==> src/rtl/pc_sequencer.sv <==
// pc_sequencer: owns the PC register and PC+1 adder, selects the next fetch
// address (sequential / relative branch / absolute jump), and sequences
// start, halt, stall and instruction-memory wait states.
module pc_sequencer #(
  parameter int                    PC_WIDTH     = 8,
  parameter logic [PC_WIDTH-1:0]   RESET_VECTOR = '0,
  parameter int                    WAIT_CYCLES  = 0
) (
  input  logic                Clk,
  input  logic                Reset,
  input  logic                Start,
  input  logic                Stall,
  input  logic                Jump,
  input  logic [PC_WIDTH-1:0] JumpTarget,
  input  logic                Branch,
  input  logic [PC_WIDTH-1:0] BranchOffset,
  input  logic                HaltInstr,
  output logic [PC_WIDTH-1:0] PC,
  output logic [PC_WIDTH-1:0] PCPlus1,
  output logic                FetchValid,
  output logic                Running,
  output logic                Halted,
  output logic [15:0]         RetiredCount
);

  typedef enum logic [1:0] {
    S_IDLE  = 2'd0,
    S_FETCH = 2'd1,
    S_EXEC  = 2'd2,
    S_HALT  = 2'd3
  } state_t;

  // Where every instruction boundary goes: through FETCH only when the
  // instruction memory needs wait states.
  localparam state_t     NXT         = (WAIT_CYCLES > 0) ? S_FETCH : S_EXEC;
  localparam int         WAIT_LOAD_I = (WAIT_CYCLES > 0) ? WAIT_CYCLES - 1 : 0;
  localparam logic [3:0] WAIT_LOAD   = 4'(WAIT_LOAD_I);

  state_t              r_state;
  logic [PC_WIDTH-1:0] r_pc;
  logic [3:0]          r_wait;
  logic [15:0]         r_retired;
  logic                r_fetch_valid;
  logic                r_running;
  logic                r_halted;

  state_t              w_state_nxt;
  logic [PC_WIDTH-1:0] w_pc_nxt;
  logic [PC_WIDTH-1:0] w_pc_plus1;
  logic [3:0]          w_wait_nxt;
  logic                w_retire;
  logic                w_clr_cnt;

  assign w_pc_plus1 = r_pc + 1'b1;

  // Next-state / next-PC selection; EXEC decisions in priority order
  // stall > halt > jump > branch > sequential.
  always_comb begin
    w_state_nxt = r_state;
    w_pc_nxt    = r_pc;
    w_wait_nxt  = r_wait;
    w_retire    = 1'b0;
    w_clr_cnt   = 1'b0;
    case (r_state)
      S_IDLE: begin
        if (Start) begin
          w_pc_nxt    = RESET_VECTOR;
          w_clr_cnt   = 1'b1;
          w_state_nxt = NXT;
          w_wait_nxt  = WAIT_LOAD;
        end
      end
      S_FETCH: begin
        if (r_wait == 4'd0) w_state_nxt = S_EXEC;
        else                w_wait_nxt  = r_wait - 4'd1;
      end
      S_EXEC: begin
        if (Stall) begin
          // hold everything; the instruction stays presented
        end else if (HaltInstr) begin
          w_retire    = 1'b1;
          w_state_nxt = S_HALT;
        end else begin
          w_retire    = 1'b1;
          w_state_nxt = NXT;
          w_wait_nxt  = WAIT_LOAD;
          if (Jump)        w_pc_nxt = JumpTarget;
          else if (Branch) w_pc_nxt = w_pc_plus1 + BranchOffset;
          else             w_pc_nxt = w_pc_plus1;
        end
      end
      S_HALT: begin
        if (Start) begin
          w_pc_nxt    = w_pc_plus1;
          w_state_nxt = NXT;
          w_wait_nxt  = WAIT_LOAD;
        end
      end
      default: w_state_nxt = S_IDLE;
    endcase
  end

  // State, PC, wait counter, retire counter and registered status flags.
  always_ff @(posedge Clk) begin
    if (!Reset) begin
      r_state       <= S_IDLE;
      r_pc          <= RESET_VECTOR;
      r_wait        <= 4'd0;
      r_retired     <= 16'd0;
      r_fetch_valid <= 1'b0;
      r_running     <= 1'b0;
      r_halted      <= 1'b0;
    end else begin
      r_state       <= w_state_nxt;
      r_pc          <= w_pc_nxt;
      r_wait        <= w_wait_nxt;
      if (w_clr_cnt)
        r_retired <= 16'd0;
      else if (w_retire && (r_retired != 16'hFFFF))
        r_retired <= r_retired + 16'd1;
      // flags track the state being entered so they match r_state exactly
      r_fetch_valid <= (w_state_nxt == S_EXEC);
      r_running     <= (w_state_nxt == S_EXEC) || (w_state_nxt == S_FETCH);
      r_halted      <= (w_state_nxt == S_HALT);
    end
  end

  assign PC           = r_pc;
  assign PCPlus1      = w_pc_plus1;
  assign FetchValid   = r_fetch_valid;
  assign Running      = r_running;
  assign Halted       = r_halted;
  assign RetiredCount = r_retired;

endmodule
==> config.mk <==
export PLATFORM = sky130hd
export DESIGN_NAME = pc_sequencer
export DESIGN_NICKNAME = d
export VERILOG_FILES = /design/src/rtl/pc_sequencer.sv
export SDC_FILE = /design/constraint.sdc
export NUM_CORES = 1
export LEC_CHECK = 0
export ABC_AREA = 1
export BUFFER_PORTS_ARGS = -buffer_cell sky130_fd_sc_hd__buf_4
export CAP_MARGIN = 15
export CELL_PAD_IN_SITES_DETAIL_PLACEMENT = 0
export CELL_PAD_IN_SITES_GLOBAL_PLACEMENT = 1
export CORE_MARGIN = 2
export CORE_UTILIZATION = 39
export CTS_BUF_LIST = sky130_fd_sc_hd__clkbuf_2 sky130_fd_sc_hd__clkbuf_4 sky130_fd_sc_hd__clkbuf_8
export DETAILED_ROUTE_END_ITERATION = 8
export PLACE_DENSITY = 0.8
export SYNTH_ARGS = -nofsm -noshare
export SYNTH_HDL_FRONTEND = slang
export SYNTH_SLANG_ARGS = --single-unit
==> constraint.sdc <==
create_clock -name Clk -period 2.48 [get_ports Clk]
set_clock_uncertainty 0.15 [all_clocks]
set_input_delay 0.248 -clock Clk [delete_from_list [all_inputs] [get_ports Clk]]
set_output_delay 0.248 -clock Clk [all_outputs]
set_load 0.05 [all_outputs]
* Word level (Yosys, flattened, before mapping)
Index checks and enable logic that the tools add are counted.
** Word-level totals
- Register bits after elaboration :: 33
- Input port bits :: 23
- Output and inout port bits :: 35
- Logic and storage cells :: 55
** Cells by class
- $add $sub $neg :: 4
- Equality and inequality tests :: 13
- Mux-type cells :: 21
- Bitwise operators :: 1
- Reduce and logical (&&, ||, !) cells :: 9
** Operators by type and width (number)
- 2-to-1 mux 8 bit :: 6
- one-hot mux 8 bit (3 select lines) :: 1
- adder 16 x 1 -> 16 bit, second input constant :: 1
- 2-to-1 mux 4 bit :: 4
- != test 16 bit, second input constant :: 1
- one-hot mux 4 bit (3 select lines) :: 1
- != test 2 bit, second input constant :: 5
- adder 8 x 1 -> 8 bit, second input constant :: 1
- adder 8 bit :: 1
- equality test 2 bit, second input constant :: 4
- 2-to-1 mux 2 bit :: 3
- one-hot mux 2 bit (3 select lines) :: 1
- 2-to-1 mux 1 bit :: 5
- AND reduction 5 bit :: 1
- equality test 2 x 1 -> 1 bit, second input constant :: 2
- zero test 4 bit :: 1
- AND reduction 4 bit :: 1
- OR reduction 2 bit :: 2
- subtractor 4 x 1 -> 4 bit, second input constant :: 1
- nonzero test 3 bit :: 1
- zero test 2 bit :: 1
- != test 2 x 1 -> 1 bit, second input constant :: 1
- logical AND 1 bit :: 1
- logical OR 1 bit :: 1
- NOT 1 bit :: 1

* Depth between registers and ports, before layout
- Word-level depth :: 7
- Gate-level depth with buffers :: 18
- Mapped depth without buffers :: 18

* Worst setup path after synthesis
No wires, ideal clock.
- Kind :: reg2reg
- Start point :: register r_pc[1], in the netlist PC[1]
- End point :: register r_pc[7], in the netlist PC[7]
- Arrival :: 3142 ps
- Data required time :: 2210 ps
- Setup slack :: -932 ps
- Cell stages (with the launch flop) :: 17
- Buffers on the path :: 0
- Clock period less this slack :: 3412 ps
- Path through :: dfxtp_1 -> ha_1 -> nand2_1 -> nor2_1 -> a21oi_1 -> a21oi_1 -> ha_1 -> nand2_1 -> inv_1 -> nand2_1 -> nand2_1 -> a21oi_1 -> nand3_1 -> nand3_1 -> nand2_1 -> nand2_1 -> a21oi_1
** Between the ends
- Word-level cells in the longest chain between the ends :: 7
- Elaborated cells between the ends (all ways) :: 8
- Classes of those cells :: add/sub: 2; mux: 6
** RTL lines
- start: declaration :: RTL line 40 : logic [PC_WIDTH-1:0] r_pc;
- start signal: assignment :: RTL line 115 : r_pc <= w_pc_nxt;
- adder 8 x 1 -> 8 bit :: RTL line 54 : assign w_pc_plus1 = r_pc + 1'b1;
- net PCPlus1[6] :: RTL line 19 : output logic [PC_WIDTH-1:0] PCPlus1,
- adder 8 bit :: RTL line 88 : else if (Branch) w_pc_nxt = w_pc_plus1 + BranchOffset;
- 2-to-1 mux 8 bit :: RTL line 88
- 2-to-1 mux 8 bit :: RTL line 87 : if (Jump) w_pc_nxt = JumpTarget;
- 2-to-1 mux 8 bit :: RTL line 80 : end else if (HaltInstr) begin
- 2-to-1 mux 8 bit :: RTL line 78 : if (Stall) begin
- one-hot mux 8 bit (3 select lines) :: RTL line 64 : case (r_state)
The timed path passes the listed nets, and every way through them passes these cells. The select of a mux whose other input is x is not followed.
A chain may end at the register's enable or synchronous reset.

* Worst setup path after layout
- Start point :: register r_pc[0], in the netlist PC[0]
- End point :: register r_pc[6], in the netlist PC[6]
** Between the ends
- Word-level cells in the longest chain between the ends :: 7
- Elaborated cells between the ends (all ways) :: 8
- Classes of those cells :: add/sub: 2; mux: 6
** RTL lines (RTL line)
- adder 8 x 1 -> 8 bit * :: 54
- adder 8 bit :: 88
- 2-to-1 mux 8 bit :: 88
- 2-to-1 mux 8 bit :: 87
- 2-to-1 mux 8 bit :: 80
- 2-to-1 mux 8 bit :: 78
- one-hot mux 8 bit (3 select lines) * :: 64
Mark *: on every way between the ends. The rest lies on a longest branch, timed or not. The select of a mux whose other input is x is not followed.

==> metrics.csv <==
stage;metric;value;unit
outcome;outcome;finished, final reports clean;
synthesis;Async SR Flop Fraction;0;
die;DIE HEIGHT;82.3;um
global_routing;GRT overflow;0;
clock_tree;Setup Buffers After CTS;0;
synthesis;Post-Syn Instances;360;
placed_design;placer's final routability congestion estimate;0.875;
timing;Slew @ Worst Pin;0.508;ns
die;top-level I/O count;58;
synthesis;Seq/Total Area, Yosys;0.276;
global_routing;first-pass GRT wire length;10400;um
job;max cap viols;0;
synthesis;Area contributors post-synth;dfxtp_1 28%, nand2_1 12%, ha_1 9.4%;
synthesis;Synth top area share;0.276;
global_routing;vias in the first global route;2200;
synthesis;number of flops mapped to enable cells by yosys;0;
placed_design;Cells after DPL;489;
placed_design;port bufs;57;
timing;RSZ-0062 raised after global routing;false;
synthesis;Netlist cell types;40;
power_and_ir_drop;worst vdd ir;567;uV
clock_tree;CTS sink cnt;33;
worst_setup_path;CP Capture Type;register;
die;core area;0.00592;sq mm
clock_tree;root buffer cell;clkbuf_8;
synthesis;Synth Register Bits;33;
clock_tree;Post-CTS Resized;0;
timing;worst setup margin;0.134;ns
drt;Iteration-0 DRC Markers;134;
clock_tree;CTS Buf Count;5;
die;row cnt;28;
clock_tree;CTS tree;done;
timing;final-report setup violation count;0;
finish;antenna diode count;0;
synthesis;Syn Area/Cell;6.64;sq um
die;die width;82.3;um
global_routing;initial antenna violation count;0;
synthesis;top cell type by total area after synthesis;dfxtp_1;
power_and_ir_drop;static leakage;1.42;nW
worst_setup_path;CP max stage cell;dfxtp_4;
synthesis;synth warn;0;
worst_setup_path;type of origin of the critical path;register;
worst_setup_path;crit path max fanout;5;
drt;router iterations before antenna repair;5;
clock_tree;CTS HTree Levels;2;
placed_design;post-DP HPWL;5050;um
finish;fillers;611;
timing;maximum clock rate;426;MHz
timing;period utilization;0.946;
worst_setup_path;Worst EP required;2.50;ns
clock_tree;Hold Buf Count CTS;0;
synthesis;Synth top cells by count;77 x nand2_1, 52 x inv_1, 40 x nor2_1, 33 x dfxtp_1, 30 x a21oi_1;
worst_setup_path;Worst path max stage delay;0.37;ns
timing;Max Slew Vio Count;0;
drt;vias per cell;5.06;
clock_tree;Worst-Skew Late Latency;0.28;ns
clock_tree;Worst-path clk slew;0.07;ns
synthesis;Syn Nets;402;
worst_setup_path;CP Data Arrival Time;2.36;ns
synthesis;count leader, synth;nand2_1;
placed_design;pre-CTS setup slack;0.173;ns
worst_setup_path;critical path class;register to register;
synthesis;post-synthesis instance area;0.00239;sq mm
die;initial core utilization;0.404;
drt;DRT Wirelength;6420;um
drt;residual DRC count;0;
timing;Slew HR;0.658;
clock_tree;Clock Tree Buf Depth;2;
drt;Via Count;2515;
power_and_ir_drop;Pwr Density;821;mW/mm^2
drt;antenna-violating nets left;0;
timing;hold_ws;0.107;ns
min_path;worst hold path class;input pin to register;
timing;fin crit period;2.35;ns
synthesis;ys flop type;dfxtp_1;
finish;layout cells sized above 1;0.251;
global_routing;Tot GR Track Use;0.200;
finish;Area Growth Syn to Fin;29.6;%
finish;non-filler instance count after layout;497;
die;Die Area;0.00677;sq mm
worst_setup_path;CP Cell Sequence;ha_4, nand2_4, inv_4, a21o_1, nand2_2, clkinvlp_4, ha_4, nand2_1, or2_4, nand3_1, nand2_1, nand3_1, nand3_1, nand2_1, a21oi_1;
finish;nets;463;
worst_setup_path;cell family with most CP delay;simple AND/OR/NAND/NOR gates;
global_routing;largest net degree at the start of global routing;17;
worst_setup_path;Buf/Inv on CP;2;
timing;Fin. Hold Viols;0;
drt;Avg WL per Cell;12.9;um
==> final timing paths <==
check	slack [ns]	end	depth (start not counted)	startpoint
min	0.11	Halted$_SDFF_PN0_	3	Reset
max	0.13	PC[6]$_SDFFE_PN0P_	15	PC[0]$_SDFFE_PN0P_
max reg2reg	0.13	PC[6]$_SDFFE_PN0P_	15	PC[0]$_SDFFE_PN0P_
min reg2reg	0.32	r_wait[0]$_SDFFE_PN0P_	2	r_wait[0]$_SDFFE_PN0P_
==> metal layers <==
metal | track usage | vias up | part of all wire
met3 | 0.0380 | 4 | 0.057
li1 | - | 1300 | -
met5 | 0 | - | 0
met4 | 0.0450 | 0 | 0.0058
met1 | 0.291 | 1145 | 0.50
met2 | 0.305 | 66 | 0.44
==> where the power goes <==
| part | internal, mW | leakage, nW | total (mW) | switching [mW] |
|---|---|---|---|---|
| sequential | 0.625 | 0.273 | 0.718 | 0.0927 |
| combinational | 0.484 | 1.10 | 1.42 | 0.939 |
| clock | 0.194 | 0.0482 | 0.403 | 0.208 |
==> state kept, by name, summed over array words and instances, names as in the netlist <==
signal	count
Running	1
r_state	2
r_wait	4
PC	8
RetiredCount	16
Halted	1
FetchValid	1
==> cells in the final DEF, fill, tap and decap left out, drive strengths merged, types with 3 or more instances in the layout <==
cell type / count
nor3b: 3
ha: 18
nand3: 22
buf: 61
a21oi: 30
o211ai: 7
nand4: 6
dfxtp: 33
xor2: 8
inv: 55
nand2: 80
clkbuf: 5
nor2: 44
o21ai: 26
nor3: 4
==> metrics by stage <==
step | setup TNS, ns | cell area (sq um) | util | power (mW)
6_report | 0 | 3100 | 0.523 | 2.54
5_1_grt | 0 | 3100 | 0.523 | 2.74
4_1_cts | 0 | 3090 | 0.522 | 2.56
3_5_place_dp | 0 | 3010 | 0.508 | 2.15
3_3_place_gp | 0 | 3010 | 0.508 | 2.15
2_1_floorplan | -0.0460 | 2500 | - | 1.78
==> final cells by class <==
class / instances / area [sq um] / area share
Sequential cell: 33 / 678 / 0.219
Multi-Input combinational cell: 265 / 1570 / 0.507
Timing Repair Buffer: 61 / 458 / 0.148
Tap cell: 75 / 93.8 / 0.0303
Clock buffer: 5 / 68.8 / 0.0222
Inverter: 55 / 213 / 0.0687
Clock inverter: 3 / 16.3 / 0.00525
==> worst min-delay path, stage by stage <==
cell     delay, ns
buf_4         0.16
nand2_1       0.06
inv_1         0.04
==> logic make-up (layout without fill, tap and decap cells) <==
group / after synthesis / in the layout / share of synthesized area
flops: 33 / 33 / 0.276
buf+inv: 62 / 124 / 0.103
simple gates: 163 / 163 / 0.307
fa+ha+maj: 19 / 19 / 0.103
compound gates: 73 / 73 / 0.174
xor+xnor: 10 / 10 / 0.0367
(Power assumes the default switching activity.)
